--- src/rtl/holy_trace_pkg.sv ---
// Shared types and constants for the holy trace buffer.
package holy_trace_pkg;

  // Width of the core's debug flag bundle and the positions of the stall bits
  localparam int TRACE_FLAGS_W = 10;
  localparam int FLAG_I_STALL  = 6;
  localparam int FLAG_D_STALL  = 7;

  // Native core widths used by the default entry layout
  localparam int TRACE_ADDR_W  = 32;
  localparam int TRACE_INSTR_W = 32;

  typedef struct packed {
    logic [TRACE_ADDR_W-1:0]  pc;
    logic [TRACE_INSTR_W-1:0] instr;
    logic [TRACE_FLAGS_W-1:0] flags;
  } trace_entry_t;

  typedef enum logic [1:0] {
    ST_IDLE  = 2'd0,
    ST_ARMED = 2'd1,
    ST_POST  = 2'd2,
    ST_DONE  = 2'd3
  } trace_state_t;

endpackage

--- src/rtl/holy_trace_ram.sv ---
// Trace storage: one write port, one registered read port (distributed-RAM friendly).
module holy_trace_ram
  import holy_trace_pkg::*;
#(
  parameter int DEPTH = 64,
  parameter int WIDTH = TRACE_ADDR_W + TRACE_INSTR_W + TRACE_FLAGS_W,
  parameter int AW    = $clog2(DEPTH)
) (
  input  logic             clk,
  input  logic             we,
  input  logic [AW-1:0]    wr_addr,
  input  logic [WIDTH-1:0] wr_data,
  input  logic             re,
  input  logic [AW-1:0]    rd_addr,
  output logic [WIDTH-1:0] rd_data
);

  logic [WIDTH-1:0] mem [DEPTH];

  // Write port: storage is deliberately not reset
  always_ff @(posedge clk) begin
    if (we) mem[wr_addr] <= wr_data;
  end

  // Registered read; holds its value while re is low so readout stays stable
  always_ff @(posedge clk) begin
    if (re) rd_data <= mem[rd_addr];
  end

endmodule

--- src/rtl/holy_trace_buffer.sv ---
// Circular debug trace buffer: captures core snapshots, freezes POST_TRIG
// entries after a PC-match trigger, then plays them out oldest first.
module holy_trace_buffer
  import holy_trace_pkg::*;
#(
  parameter int ADDR_W      = 32,
  parameter int INSTR_W     = 32,
  parameter int DEPTH       = 64,
  parameter int POST_TRIG   = 16,
  parameter int CHANGE_ONLY = 1
) (
  input  logic                     clk,
  input  logic                     rst_n,
  input  logic                     arm,
  input  logic                     trig_en,
  input  logic [ADDR_W-1:0]        trig_pc,
  input  logic [ADDR_W-1:0]        dbg_pc,
  input  logic [INSTR_W-1:0]       dbg_instr,
  input  logic [TRACE_FLAGS_W-1:0] dbg_flags,
  output logic                     rd_valid,
  input  logic                     rd_ready,
  output logic [ADDR_W-1:0]        rd_pc,
  output logic [INSTR_W-1:0]       rd_instr,
  output logic [TRACE_FLAGS_W-1:0] rd_flags,
  output logic                     rd_last,
  output logic [1:0]               state,
  output logic [$clog2(DEPTH):0]   fill
);

  localparam int PTR_W   = $clog2(DEPTH);
  localparam int FILL_W  = PTR_W + 1;
  localparam int ENTRY_W = ADDR_W + INSTR_W + TRACE_FLAGS_W;
  localparam logic [FILL_W-1:0] FILL_FULL = FILL_W'(DEPTH);
  localparam logic [PTR_W-1:0]  POST_LAST = PTR_W'(POST_TRIG);

  trace_state_t       st_q, st_d;
  logic [PTR_W-1:0]   wr_ptr_q, rd_ptr_q, post_cnt_q;
  logic [FILL_W-1:0]  fill_q;
  logic [ADDR_W-1:0]  last_pc_q;
  logic               last_pc_vld_q;
  logic               rd_valid_q;

  logic               cap, trig_hit, post_done, to_done, pop, load;
  logic [PTR_W-1:0]   wr_ptr_nx;
  logic [FILL_W-1:0]  fill_nx;
  logic [ENTRY_W-1:0] rd_data;

  // Capture qualifier, trigger detection and readout handshakes
  always_comb begin
    cap = (st_q == ST_ARMED || st_q == ST_POST) && !arm &&
          !dbg_flags[FLAG_I_STALL] && !dbg_flags[FLAG_D_STALL] &&
          ((CHANGE_ONLY == 0) || !last_pc_vld_q || (dbg_pc != last_pc_q));
    trig_hit  = cap && (st_q == ST_ARMED) && trig_en && (dbg_pc == trig_pc);
    post_done = cap && (st_q == ST_POST) && ((post_cnt_q + 1'b1) == POST_LAST);
    to_done   = (trig_hit && (POST_TRIG == 0)) || post_done;
    pop       = (st_q == ST_DONE) && rd_valid_q && rd_ready;
    load      = (st_q == ST_DONE) && !rd_valid_q && !arm;
    wr_ptr_nx = wr_ptr_q + 1'b1;
    fill_nx   = (fill_q == FILL_FULL) ? fill_q : fill_q + 1'b1;
  end

  // Next-state logic; arm overrides every state
  always_comb begin
    st_d = st_q;
    if (arm) begin
      st_d = ST_ARMED;
    end else begin
      case (st_q)
        ST_IDLE:  st_d = ST_IDLE;
        ST_ARMED: if (trig_hit) st_d = (POST_TRIG == 0) ? ST_DONE : ST_POST;
        ST_POST:  if (post_done) st_d = ST_DONE;
        ST_DONE:  if (pop && rd_last) st_d = ST_IDLE;
        default:  st_d = ST_IDLE;
      endcase
    end
  end

  // Control registers: pointers, occupancy, post-trigger count, readout valid
  always_ff @(posedge clk or negedge rst_n) begin
    if (!rst_n) begin
      st_q          <= ST_IDLE;
      wr_ptr_q      <= '0;
      rd_ptr_q      <= '0;
      fill_q        <= '0;
      post_cnt_q    <= '0;
      rd_valid_q    <= 1'b0;
      last_pc_vld_q <= 1'b0;
    end else begin
      st_q <= st_d;
      if (arm) begin
        wr_ptr_q      <= '0;
        rd_ptr_q      <= '0;
        fill_q        <= '0;
        post_cnt_q    <= '0;
        rd_valid_q    <= 1'b0;
        last_pc_vld_q <= 1'b0;
      end else begin
        if (cap) begin
          wr_ptr_q      <= wr_ptr_nx;
          fill_q        <= fill_nx;
          last_pc_vld_q <= 1'b1;
        end
        if (trig_hit) post_cnt_q <= '0;
        else if (cap && st_q == ST_POST) post_cnt_q <= post_cnt_q + 1'b1;
        // Oldest surviving entry sits at the post-write pointer once full
        if (to_done) rd_ptr_q <= (fill_nx == FILL_FULL) ? wr_ptr_nx : '0;
        if (load) rd_valid_q <= 1'b1;
        if (pop) begin
          rd_ptr_q <= rd_ptr_q + 1'b1;
          fill_q   <= fill_q - 1'b1;
          if (rd_last) rd_valid_q <= 1'b0;
        end
      end
    end
  end

  // Last captured pc for the change-only filter (data, not reset)
  always_ff @(posedge clk) begin
    if (cap) last_pc_q <= dbg_pc;
  end

  // A pop prefetches the following entry so rd_* track rd_ptr
  holy_trace_ram #(.DEPTH(DEPTH), .WIDTH(ENTRY_W), .AW(PTR_W)) u_ram (
    .clk     (clk),
    .we      (cap),
    .wr_addr (wr_ptr_q),
    .wr_data ({dbg_pc, dbg_instr, dbg_flags}),
    .re      (load || pop),
    .rd_addr (pop ? rd_ptr_q + 1'b1 : rd_ptr_q),
    .rd_data (rd_data)
  );

  assign {rd_pc, rd_instr, rd_flags} = rd_data;
  assign rd_valid = rd_valid_q;
  assign rd_last  = rd_valid_q && (fill_q == FILL_W'(1));
  assign state    = st_q;
  assign fill     = fill_q;

endmodule

--- config.mk ---
export PLATFORM = sky130hd
export DESIGN_NAME = holy_trace_buffer
export DESIGN_NICKNAME = d
export VERILOG_FILES = /design/src/rtl/holy_trace_pkg.sv /design/src/rtl/holy_trace_ram.sv /design/src/rtl/holy_trace_buffer.sv
export SDC_FILE = /design/constraint.sdc
export NUM_CORES = 2
export LEC_CHECK = 0
export BUFFER_PORTS_ARGS = -buffer_cell sky130_fd_sc_hd__buf_2
export CAP_MARGIN = 20
export CELL_PAD_IN_SITES_DETAIL_PLACEMENT = 0
export CELL_PAD_IN_SITES_GLOBAL_PLACEMENT = 2
export CORE_MARGIN = 1
export CORE_UTILIZATION = 23
export CTS_CLUSTER_DIAMETER = 120
export DETAILED_ROUTE_END_ITERATION = 12
export HOLD_SLACK_MARGIN = 0.1
export PLACE_DENSITY = 0.43
export SETUP_SLACK_MARGIN = 0.1
export SLEW_MARGIN = 20
export SYNTH_ARGS = -nofsm -noshare
export SYNTH_HDL_FRONTEND = slang
export SYNTH_HIERARCHICAL = 1
export SYNTH_MEMORY_MAX_BITS = 65536
export SYNTH_SLANG_ARGS = --single-unit
--- constraint.sdc ---
create_clock -name clk -period 11.6 [get_ports clk]
set_input_delay 2.9 -clock clk [delete_from_list [all_inputs] [get_ports clk]]
set_output_delay 2.9 -clock clk [all_outputs]
set_load 0.05 [all_outputs]
==> reports/qor.csv <==
metric,value,unit
status,"complete, but fails checks",
Post-synth top cells,"edfxtp_1 (4842), mux4_2 (1211), a22oi_1 (225), nand2_1 (212), a21oi_1 (191)",
PwrDens,180.4,nW/um^2
layout cells sized above 1,0.3019,
library cells used by synthesis,59,
Post-DP HPWL,394600,um
"EDFF count, synth",4842,
via count,90580,
Worst-Margin Slew,1.247,ns
Max Clock Freq,130.4,MHz
Tot Pwr,0.03949,W
Relative slew margins,0.1687,
largest net degree at the start of global routing,102,
Die Ht,899.6,um
syn nets,8156,
vias per inst,4.586,
iteration-0 DRC count of the detailed router,9165,
share of the synthesized area in the top cell type,0.7846,
"Max FO, Critical Path",61,
Setup-failing EPs final,0,
Hold Crit Class,flip-flop to flip-flop,
r2r endpoint,u_ram/mem[56][3]$_DFFE_PP_,
DIE AREA,809300,sq um
Starting Density,0.2309,
Worst Path Required,12.21,ns
Tcrit/Tclk final,0.6609,
Sw Pwr,0.009379,W
remaining global-route overflow,0,
FF+latch area,146100,sq um
initial antenna violation count,60,
Post-CTS Resized,0,
Critical Path Start Type,input pin,
clock-pin slew on the worst setup and hold paths,0.06,ns
RSZ-0062 raised after global routing,no,
CTS tree,built,
Post-Route Setup TNS,0,ns
H-tree Lvls,6,
Setup crit end kind,flip-flop,
# fillers,79160,
Cell Rows,329,
ys flop type,edfxtp_1,
Net Sw Frac,0.2375,
"count leader, synth",edfxtp_1,
Root Buffer,clkbuf_16,
CORE AREA,802700,sq um
post-route ant nets,0,
vias in the first global route,95000,
Setup crit end,u_ram/mem[56][3]$_DFFE_PP_,
Crit. Startpoint,dbg_pc[12],
VDD IR-drop max,165.3,uV
Sink Count,4871,
largest area contributor in the netlist,edfxtp_1,
Worst path slowest cell,xnor2_1,
Max Root-Sink Buffers,4,
multi-input logic area,37800,sq um
die width,899.6,um
Tmin final,7.667,ns
Int Power,0.03011,W
CTS Buf Count,567,
CP arrival,8.28,ns
Yosys reg bits,4871,
asr flop ratio synth,0.005954,
Post-route DRC,2,
Clock Power Share,0.429,
area delta synth->final,18.15,%
DR pass1 iterations,10,
Total Routing Usage GR,0.1619,
clk_skew,0.06460,ns
first-pass GRT wire length,895300,um
I/O pins,196,
Post-Route WL,672900,um
Crit Path Class,input pin to flip-flop,
Port Buffers,195,
Comb pwr share,0.075,
Routed WL per cell,34.07,um
Leakage Power,64.55,nW
power share of the sequential group,0.496,
RD Place Congestion,0.7448,
"slowest stage delay, CP",0.95,ns
failing checks,design-rule violations,
Synth Area per Inst,23.06,sq um
Post-CTS Setup Bufs,0,
Yosys warning count,6,
R2R cell count,11,
Final Hold Fails,0,
reg2reg start,last_pc_q[12]$_DFFE_PP_,
"Seq/Total Area, Yosys",0.7885,
Final #Nets,8841,
Max Cap Viol,0,
Final Max Slew Viols,0,
synthesized area,185300,sq um
"Cell Chain, Critical Path",buf_2 > xnor2_1 > nand4_1 > nor4_1 > nand4_1 > buf_4 > nand2_1 > nor2_4 > nor2b_1 > nand2_1 > nor2_4 > buf_12,
worst-skew pair later-pin latency,1.13,ns
Area contributors post-synth,"edfxtp_1 (78%), mux4_2 (15%), a22oi_1 (0.91%), mux2_2 (0.83%), a21oi_1 (0.52%)",
Post-Syn Instances,8035,
R2R setup slack,5.45,ns
CTS hold repair buffers,0,
[layer usage]
metal  wire, um  track usage  vias to the layer above  share of wire
met3      28950      0.01966                      717          0.043
li1           -            -                    35870              -
met1     292500       0.2182                    51400           0.43
met4      14940      0.03305                       10          0.022
met5         60            0                        -       0.000089
met2     336500       0.2813                     2586           0.50
[sequential cells by signal (all words and copies together), names as in the netlist]
register / cells
u_ram/mem: 4736
u_ram/rd_data: 74
last_pc_q: 32
fill: 7
post_cnt_q: 6
rd_ptr_q: 6
wr_ptr_q: 6
state: 2
last_pc_vld_q: 1
rd_valid: 1
[worst min path at each step]
stage | startpoint | endpoint | slack (ns) | cells past startpoint
2_1_floorplan | last_pc_vld_q$_DFFE_PN0P_ | last_pc_vld_q$_DFFE_PN0P_ | 0.46 | 1
3_3_place_gp | last_pc_vld_q$_DFFE_PN0P_ | last_pc_vld_q$_DFFE_PN0P_ | 0.50 | 1
3_5_place_dp | last_pc_vld_q$_DFFE_PN0P_ | last_pc_vld_q$_DFFE_PN0P_ | 0.48 | 1
4_1_cts | last_pc_vld_q$_DFFE_PN0P_ | last_pc_vld_q$_DFFE_PN0P_ | 0.50 | 1
5_1_grt | last_pc_vld_q$_DFFE_PN0P_ | last_pc_vld_q$_DFFE_PN0P_ | 0.51 | 1
6_report | last_pc_vld_q$_DFFE_PN0P_ | last_pc_vld_q$_DFFE_PN0P_ | 0.50 | 1
[layout make-up]
type                       count  area share
antenna                        9   0.0001029
clock buffer                 716     0.06891
clock inverter               282     0.01002
inverter                       9   0.0001886
multi-input combinational   2712      0.1726
sequential                  4871      0.6673
tap                        10590     0.06052
timing repair buffer         559     0.02028
[cell usage in the layout (no fill, tap or decap), types with 7 or more instances in the layout]
cell type,instances
nand3_1,73
xnor2_1,32
clkbuf_1,133
clkinv_1,133
diode_2,9
mux2_2,136
o21ai_0,22
a31oi_1,38
o32ai_1,12
nand4_1,17
mux2i_1,49
mux4_2,1211
clkinv_8,10
ha_1,10
a22oi_1,225
a31o_2,11
nand2_1,209
a21oi_1,191
nor3_1,68
buf_12,52
nor2b_1,13
nor2_4,65
inv_6,18
bufinv_16,18
clkbuf_16,583
inv_16,12
o22ai_1,99
dfrtp_1,29
buf_4,324
edfxtp_1,4842
inv_1,7
nor2_1,55
xor2_1,38
clkinv_2,69
a222oi_1,33
nor4_1,18
buf_2,180
clkinvlp_4,15
[per-stage QoR]
stage | util | setup WS, ns | hold WS (ns) | cell area, sq um | instances
after CTS | 0.2728 | 3.993 | 0.4985 | 218900 | 19740
after floorplan | - | 0.4833 | 0.4560 | 185300 | 8035
after global placement | 0.2510 | 2.598 | 0.4956 | 201500 | 18740
after detailed placement | 0.2512 | 2.817 | 0.4845 | 201700 | 18740
final | 0.2728 | 3.933 | 0.4994 | 219000 | 19750
after global routing | 0.2728 | 4.046 | 0.5148 | 218900 | 19740
[cell families after synthesis]
| group | share of synthesized area |
|---|---|
| flops | 0.7885 |
| mux | 0.1582 |
| compound gates | 0.02310 |
| simple gates | 0.01412 |
| buf+inv | 0.01154 |
| xor+xnor | 0.003875 |
| fa+ha+maj | 0.0006751 |
[power by group through the flow]
stage	Combinational, W	Sequential [W]	Clock (W)
2_1_floorplan	0.00146	0.0200	0
3_5_place_dp	0.00309	0.0200	0
3_3_place_gp	0.00308	0.0200	0
4_1_cts	0.00310	0.0196	0.0174
6_report	0.00297	0.0196	0.0169
5_1_grt	0.00315	0.0196	0.0180
[critical path, delay by kind of cell]
kind / cells / cell delay (ns)
simple gates: 8 / 3.10
xor+xnor: 1 / 0.95
buf+inv: 3 / 0.92
Note: power is estimated with default switching activity, not from simulation.
